==> config.mk <==
export PLATFORM = sky130hd
export DESIGN_NAME = mux_rr_arbiter
export DESIGN_NICKNAME = d
export VERILOG_FILES = /design/src/rtl/mux_rr_arbiter.sv
export SDC_FILE = /design/constraint.sdc
export NUM_CORES = 1
export LEC_CHECK = 0
export ABC_AREA = 0
export CAP_MARGIN = 20
export CORE_UTILIZATION = 56
export CTS_BUF_LIST = sky130_fd_sc_hd__clkbuf_8
export DETAILED_ROUTE_END_ITERATION = 10
export GPL_ROUTABILITY_DRIVEN = 1
export PLACE_DENSITY = 0.93
export SYNTH_ARGS = -nofsm -noshare
export SYNTH_HDL_FRONTEND = slang
export SYNTH_SLANG_ARGS = --single-unit
==> constraint.sdc <==
create_clock -name clk -period 4.9 [get_ports clk]
set_input_delay 1.47 -clock clk [delete_from_list [all_inputs] [get_ports clk]]
set_output_delay 1.47 -clock clk [all_outputs]
set_load 0.01 [all_outputs]
==> src/rtl/mux_rr_arbiter.sv <==
// mux_rr_arbiter: round-robin arbiter and sequencer for an 8:1 single-bit mux.
// Eight requesters share one mux output. The block grants one requester at a
// time and drives the 3-bit select. It also registers the selected data bit
// and pulses a valid strobe for it.
//
// Handshake: req[i] stays high until requester i has been served. gnt is one-hot,
// or zero when idle. muxout_vld is high in the cycle after each grant cycle and
// qualifies muxout, which is the a[sel] value sampled during that grant cycle.
//
// Optional feature: define MUX_ARB_LOCK_EN to add the lock input. While lock
// is high, the current owner keeps its grant past MAX_HOLD for as long as it
// holds its request.
module mux_rr_arbiter #(
  parameter int unsigned MAX_HOLD = 4  // 1..15 consecutive grant cycles per owner
) (
  input  logic       clk,
  input  logic       rst_n,
  input  logic [7:0] req,
  input  logic [7:0] a,
`ifdef MUX_ARB_LOCK_EN
  input  logic       lock,
`endif
  output logic [7:0] gnt,
  output logic [2:0] sel,
  output logic       muxout,
  output logic       muxout_vld,
  output logic       state_dbg   // 1 while in GRANT, for observation only
);

  typedef enum logic {IDLE = 1'b0, GRANT = 1'b1} state_t;

  localparam logic [3:0] MAX_HOLD_C = 4'(MAX_HOLD);

  state_t     state_q;
  logic [7:0] gnt_q;
  logic [2:0] sel_q;
  logic       muxout_q;
  logic       vld_q;
  logic [2:0] ptr_q;
  logic [3:0] hold_cnt_q;

  logic       any_req;
  logic       owner_req;
  logic       hold_max;
  logic       lock_hold;
  logic       release_c;
  logic [2:0] scan_base;
  logic [2:0] winner;

  // Return the first index with a request, scanning upward from base and
  // wrapping around. The loop runs downward so that the smallest offset wins.
  function automatic logic [2:0] rr_pick(input logic [7:0] r, input logic [2:0] base);
    logic [2:0] idx;
    rr_pick = base;
    for (int k = 7; k >= 0; k--) begin
      idx = base + 3'(k);
      if (r[idx]) rr_pick = idx;
    end
  endfunction

  // Release decision and next winner. On release, the scan restarts just past
  // the current owner so that a new grant follows in the same cycle.
  always_comb begin
    any_req   = |req;
    owner_req = req[sel_q];
    hold_max  = (hold_cnt_q == MAX_HOLD_C);
    lock_hold = 1'b0;
`ifdef MUX_ARB_LOCK_EN
    lock_hold = lock & owner_req;
`endif
    release_c = !owner_req || (hold_max && !lock_hold);
    scan_base = (state_q == GRANT) ? (sel_q + 3'd1) : ptr_q;
    winner    = rr_pick(req, scan_base);
  end

  // Arbitration FSM with registered grant, select and datapath outputs.
  always_ff @(posedge clk) begin
    if (!rst_n) begin
      state_q    <= IDLE;
      gnt_q      <= 8'h00;
      sel_q      <= 3'd0;
      muxout_q   <= 1'b0;
      vld_q      <= 1'b0;
      ptr_q      <= 3'd0;
      hold_cnt_q <= 4'd0;
    end else begin
      vld_q <= (state_q == GRANT);
      if (state_q == GRANT) muxout_q <= a[sel_q];

      case (state_q)
        IDLE: begin
          if (any_req) begin
            state_q    <= GRANT;
            gnt_q      <= 8'(1) << winner;
            sel_q      <= winner;
            hold_cnt_q <= 4'd1;
          end
        end
        GRANT: begin
          if (release_c) begin
            ptr_q <= sel_q + 3'd1;
            if (any_req) begin
              gnt_q      <= 8'(1) << winner;
              sel_q      <= winner;
              hold_cnt_q <= 4'd1;
            end else begin
              state_q    <= IDLE;
              gnt_q      <= 8'h00;
              hold_cnt_q <= 4'd0;
            end
          end else begin
            // The count can only sit at the limit here while lock is holding the
            // grant. In that case it saturates instead of wrapping.
            hold_cnt_q <= hold_max ? hold_cnt_q : hold_cnt_q + 4'd1;
          end
        end
        default: state_q <= IDLE;
      endcase
    end
  end

  assign gnt        = gnt_q;
  assign sel        = sel_q;
  assign muxout     = muxout_q;
  assign muxout_vld = vld_q;
  assign state_dbg  = (state_q == GRANT);

endmodule

==> results.md, run 1 <==
- Count of unique library cells instantiated by Yosys: 59
- Met3 GRT Util: 0.0777
- IO Count: 32
- Postcts setup bufs: 0
- Vias in the first global route: between 1500 and 2000
- Placement Rows: 21
- Via density: 6.56
- Post-route ant nets: 0
- Minimum clock period: 3.94 ns
- Post-route setup slack: between 0.9 and 1 ns
- Count leader, synth: nand2_1
- Area occupied by multi-input gates: 1450 um^2
- Largest net degree at the start of global routing: 19
- Die Span Y: around 60 um
- Syn avg cell area: between 9 and 10 um^2
- Inserted Clock Buffers: 3
- Final HPWL DP: 3590 um
- Peak supply drop: about 0.00036 V
- Critical Path RT: just over 5 ns
- Met2 usage in global routing: 0.469
- Post-synthesis sequential area ratio: 0.215
- Max clock buf depth: 2
- First-pass GRT wire length: just under 8000 um
- Slew @ Worst Pin: roughly 0.62 ns
- Avg WL per Cell: 17.4 um
- Fill count: 280
- Critical Path Start Type: primary input
- H-tree levels: 1
- PwrDens: 597 nW/um^2
- Drc violations: 0
- Status: finished, final reports clean
- Starting Density: 0.585
- Layout cell share with drive strength beyond 1: 0.120
- Reg area: approximately 420 um^2
- Max stage delay on crit path: 0.58 ns
- RSZ-0062 raised after global routing: false
- Fin Hold WS: 0.479 ns
- Lkg Pwr: between 0.9 and 1 nW
- Post-Syn Area: ~2000 um^2
- Number of enable flip-flop cells after synthesis: 0
- Port bufs: 31
- Clock insertion delay at the later pin of the skew report: 0.26 ns
- Mapped Cells: between 200 and 250
- Hold buffer count at CTS: 0
- Area Growth Syn to Fin: 19.1%
- Slew Limit Fails: 0
- CTS tree: built
- Top Usage Layer GRT: met2
- Via Count: roughly 1900
- Critical path class: primary input to register
- Pre-CTS setup slack: 0.761 ns
- Width of the chip: 61.0 um
- Final TNS setup: 0 ns
- Share of the synthesized area in the top cell type: 0.215
- GRT Util Overall: 0.286
- Drt first pass iters: 4
- Mapped Nets: 238
- Clock Sink Count: 21
- Delay-heaviest family, CP: compound AO/OA/AOI/OAI gates
- Asr flop ratio synth: 0
- Gr ovfl total: 0
- Yosys Warn Count: 0
- Max frequency: about 0.25 GHz
- WL final: 5010 um
- Total of max-cap violations: 0
- Crit Path Max Fanout: 7
- Fin. Hold Viols: 0
- Crit path DAT: 4.10 ns
- Period utilization: 0.803
- Initial antenna violation count: 0
- Post-synth top cells: nand2_1 (22), dfxtp_1 (21), mux2i_1 (16)
- Slew HR: 0.584
- Buf/Inv on CP: 1
- Iteration-0 DRC Markers: 211
- Post-cts sizing count: 0
- Ant. Diodes: 0
- Final nets: 265
- Synthesized flop and latch total: 21
- Final setup fails: 0
- Worst path cell trace: clkdlybuf4s50_1, o21ai_0, and2_1, mux2_1, mux2_2, o211a_2, o41ai_4, xnor2_1, a32o_1
- Die area: 3730 um^2
- Worst Skew: about 0.0047 ns
- Worst-path clk slew: around 0.07 ns
- Post-synth top flop: dfxtp_1
- Core ar.: 3340 um^2
- CTS Root Cell: clkbuf_8
- Slowest cell on crit path: clkdlybuf4s50_1
- Met1 Usage GRT: 0.360
- Pwr Total: 1.39 mW
- GPL Wtd Cong: 0.926
- Biggest area consumer among synthesized cells: dfxtp_1
- Hold/Removal Path Class: register to register
- Synth area leaders: dfxtp_1 (22%), mux4_2 (10%), mux2i_1 (8.2%)
- Setup crit end kind: register
==> final timing paths <==
| check | start | end | slack [ns] | cells after the start |
|---|---|---|---|---|
| max | req[1] | gnt[2] | 0.96 | 9 |
| min | gnt[6] | gnt[6] | 0.48 | 1 |
| min reg2reg | gnt[6] | gnt[6] | 0.48 | 1 |
| max reg2reg | state_dbg | gnt[2] | 1.01 | 9 |
==> where the power goes <==
part	switching [mW]	internal, mW
combinational	0.559	0.465
clock	0.0565	0.0559
sequential	0.0383	0.213
==> per-stage QoR <==
stage | std cells | area, um^2 | util
6_report | 287 | 2320 | 0.697
5_1_grt | 287 | 2320 | 0.697
4_1_cts | 287 | 2320 | 0.697
3_5_place_dp | 283 | 2280 | 0.683
3_3_place_gp | 283 | 2280 | 0.683
2_1_floorplan | 215 | 1950 | -
==> per-layer routing <==
metal,vias up,share of wire
li1,880,-
met1,899,0.42
met4,0,0.010
met5,-,0
met3,9,0.078
met2,95,0.49
==> cells by family after synthesis <==
family                     after synthesis  share of synthesized area
and+or+nand+nor                         66                      0.179
buffers and inverters                   18                     0.0410
muxes                                   35                      0.249
DFF                                     21                      0.215
adders and majority gates                5                     0.0321
xor gates and xnor gates                 9                     0.0442
AOI/OAI and AO/OA                       61                      0.238
==> flip-flops by register name, indices dropped and copies added, names as in the netlist <==
name and cells:
hold_cnt_q 4, ptr_q 3, gnt 8, muxout 1
sel 3, muxout_vld 1, state_dbg 1
==> placed cells by master (no fill, tap or decap), drive strengths merged, types with 2 or more instances in the layout <==
| master | netlist | final |
|---|---|---|
| o41ai | 2 | 2 |
| mux2i | 17 | 17 |
| a21o | 4 | 4 |
| o221ai | 3 | 3 |
| a22o | 4 | 4 |
| nand2 | 23 | 23 |
| ha | 5 | 5 |
| o21ai | 14 | 14 |
| xnor2 | 7 | 7 |
| nor4 | 2 | 2 |
| o211ai | 2 | 2 |
| a21oi | 9 | 9 |
| nand3 | 7 | 7 |
| a32o | 4 | 4 |
| xor2 | 2 | 2 |
| inv | 8 | 9 |
| clkdlybuf4s50 | 0 | 31 |
| a211oi | 3 | 3 |
| dfxtp | 21 | 21 |
| mux4 | 9 | 9 |
| nor2b | 5 | 5 |
| and2 | 9 | 9 |
| o211a | 2 | 2 |
| clkbuf | 4 | 3 |
| nor2 | 6 | 6 |
| and3 | 6 | 6 |
| mux2 | 9 | 9 |
==> cell type report <==
type                       count  area share
sequential                    21       0.181
tap                           46      0.0248
timing repair buffer          32       0.137
inverter                       8      0.0140
clock inverter                 1     0.00161
multi-input combinational    176       0.624
clock buffer                   3      0.0178
No activity file was read; power rests on OpenSTA's default activity.
==> run 2, diff against run 1 <==
==> constraint.sdc (replaced) <==
create_clock -name clk -period 4 [get_ports clk]
set_input_delay 1.2 -clock clk [delete_from_list [all_inputs] [get_ports clk]]
set_output_delay 1.2 -clock clk [all_outputs]
set_load 0.01 [all_outputs]
==> run 2 against run 1 <==
Setup slack worse by 0.64 ns. Global-route usage is 0.16 points lower. Via count is 0.85% higher. Highest routed layer unchanged.
==> results.md, run 2 (synthesis results as in run 1) <==
- Critical Path Start Type: register
- Crit path DAT: 3.82 ns (-0.28 ns)
- CTS tree: built
- Port bufs: 31 (unchanged)
- Postcts setup bufs: 0 (unchanged)
- Fin. Hold Viols: 0 (unchanged)
- Power Internal: 919 uW (+25%)
- Psw: 799 uW (+22%)
- Max frequency: around 0.27 GHz
- Post-route setup slack: 0.328 ns (-0.635 ns)
- Critical Path RT: 4.15 ns (-0.91 ns)
- Vias in the first global route: 1678 (-2.4%)
- Starting Density: 0.585 (unchanged)
- R2R Setup Slk: 0.33 ns (-0.68 ns)
- Die Span Y: 61.0 um (unchanged)
- Slew HR: 0.651 (+0.0668)
- Worst Skew: 0.000784 ns (-0.00389 ns)
- Largest net degree at the start of global routing: 17 (-2)
- Switching part of the total: 0.465 (-0.00591)
- Critical Path Start: sel[0]
- Total of max-cap violations: 0 (unchanged)
- Final TNS setup: 0 ns (unchanged)
- Flop pwr share: 0.179 (-0.002)
- Iteration-0 DRC Markers: 242 (+15%)
- IO Count: 32 (unchanged)
- RSZ-0062 raised after global routing: false
- PwrDens: 727 nW/um^2 (+22%)
- H-tree levels: 1 (unchanged)
- Pre-CTS setup slack: 0.141 ns (-0.620 ns)
- Clock Sink Count: 21 (unchanged)
- Max reg flops: 8 (unchanged)
- Drt first pass iters: 4 (unchanged)
- WL final: 5060 um (+1.0%)
- Ant. Diodes: 0 (unchanged)
- Final setup fails: 0 (unchanged)
- Commonest non-fill, non-tap cell in the layout: clkdlybuf4s50_1
- Most frequent cells in the layout: clkdlybuf4s50_1 (31), nand2_1 (22), dfxtp_1 (21), mux2i_1 (16), o21ai_0 (13)
- Core ar.: 3340 um^2 (unchanged)
- Clock insertion delay at the later pin of the skew report: 0.25 ns (about the same)
- R2R Path End: gnt[6]
- Post-cts sizing count: 0 (unchanged)
- Max clock buf depth: 2 (unchanged)
- Critical path endpoint: gnt[6]
- Via density: 6.50 (-0.88%)
- Critical path class: register to register
- Minimum clock period: 3.67 ns
- Final nets: 270 (+1.9%)
- Final HPWL DP: 3820 um (+6.5%)
- Clock Power Share: 0.077 (-0.004)
- Via Count: 1899 (+0.85%)
- Inserted Clock Buffers: 3 (unchanged)
- Status: finished, final reports clean
- Fin Hold WS: 0.477 ns (-0.00174 ns)
- Peak supply drop: 0.000417 V (+15%)
- First-pass GRT wire length: 7780 um (-1.2%)
- Width of the chip: 61.0 um (unchanged)
- Combinational fraction of design power: 0.743 (+0.005)
- Hold/Removal Path Class: register to register
- Avg WL per Cell: 17.3 um (-0.73%)
- Initial antenna violation count: 0 (unchanged)
- Slew Limit Fails: 0 (unchanged)
- Die area: 3730 um^2 (unchanged)
- Worst r2r src: sel[0]
- Worst reg-to-reg path cell count: 12 (+3)
- Setup crit end kind: register
- GPL Wtd Cong: 1.03 (+11%)
- Gr ovfl total: 0 (unchanged)
- Crit Path Max Fanout: 13 (+6)
- Worst-path clk slew: 0.07 ns (about the same)
- Hold buffer count at CTS: 0 (unchanged)
- Slew @ Worst Pin: 0.509 ns (-0.114 ns)
- Layout cell share with drive strength beyond 1: 0.138 (+0.0179)
- Lkg Pwr: 0.926 nW (+2.7%)
- Placement Rows: 21 (unchanged)
- Period utilization: 0.918
- Post-route ant nets: 0 (unchanged)
- Area Growth Syn to Fin: 21.0%
- GRT Util Overall: 0.284 (-0.00158)
- Drc violations: 0 (unchanged)
- CTS Root Cell: clkbuf_8
## run 2: layout make-up
class / instances / area [um^2]
sequential: 21 / 420
inverter: 8 / 32.5
fill: 281 / 975
multi-input combinational: 176 / 1450
tap: 46 / 57.6
clock buffer: 3 / 41.3
timing repair buffer: 37 / 355
clock inverter: 1 / 3.75
## run 2: power by group through the flow
stage	clock [mW]	combinational, mW	sequential [mW]
global placement	0	1.22	0.309
floorplan	0	0.923	0.320
finish	0.133	1.28	0.308
global route	0.140	1.37	0.314
detailed placement	0	1.25	0.310
CTS	0.134	1.26	0.308
## run 2: per-layer routing
layer,part of all wire,GRT usage,routed length [um],vias to the layer above
li1,-,-,-,886
met1,0.43,0.371,2160,918
met2,0.49,0.494,2500,84
met3,0.062,0.0273,315,11
met4,0.014,0.0942,72,0
met5,0,0,0,-
## run 2: worst max-delay path, cell delays in order (launching register included)
cell and delay, ns:
dfxtp_1 0.49, buf_4 0.23, nand2_1 0.13, nand2_4 0.22
inv_4 0.12, ha_1 0.27, xnor2_2 0.38, mux2_1 0.39
mux2_2 0.31, o211a_2 0.16, o41ai_4 0.39, xnor2_1 0.21
a32o_1 0.26
## run 2: per-stage QoR
stage | cell area, um^2 | utilization | power (mW) | std cells
floorplan | 1950 | - | 1.24 | 215
global placement | 2320 | 0.694 | 1.53 | 288
detailed placement | 2320 | 0.694 | 1.56 | 288
CTS | 2360 | 0.708 | 1.71 | 292
global route | 2360 | 0.708 | 1.83 | 292
finish | 2360 | 0.708 | 1.72 | 292
## run 2: worst min path at each step
stage                       start  slack, ns  depth (start not counted)            end
finish                     gnt[2]       0.48                          1         gnt[2]
global route               gnt[7]       0.50                          1         gnt[7]
CTS                        gnt[2]       0.48                          1         gnt[2]
detailed placement         gnt[2]       0.46                          1         gnt[2]
global placement           gnt[3]       0.46                          1         gnt[3]
floorplan           hold_cnt_q[3]       0.46                          2  hold_cnt_q[3]
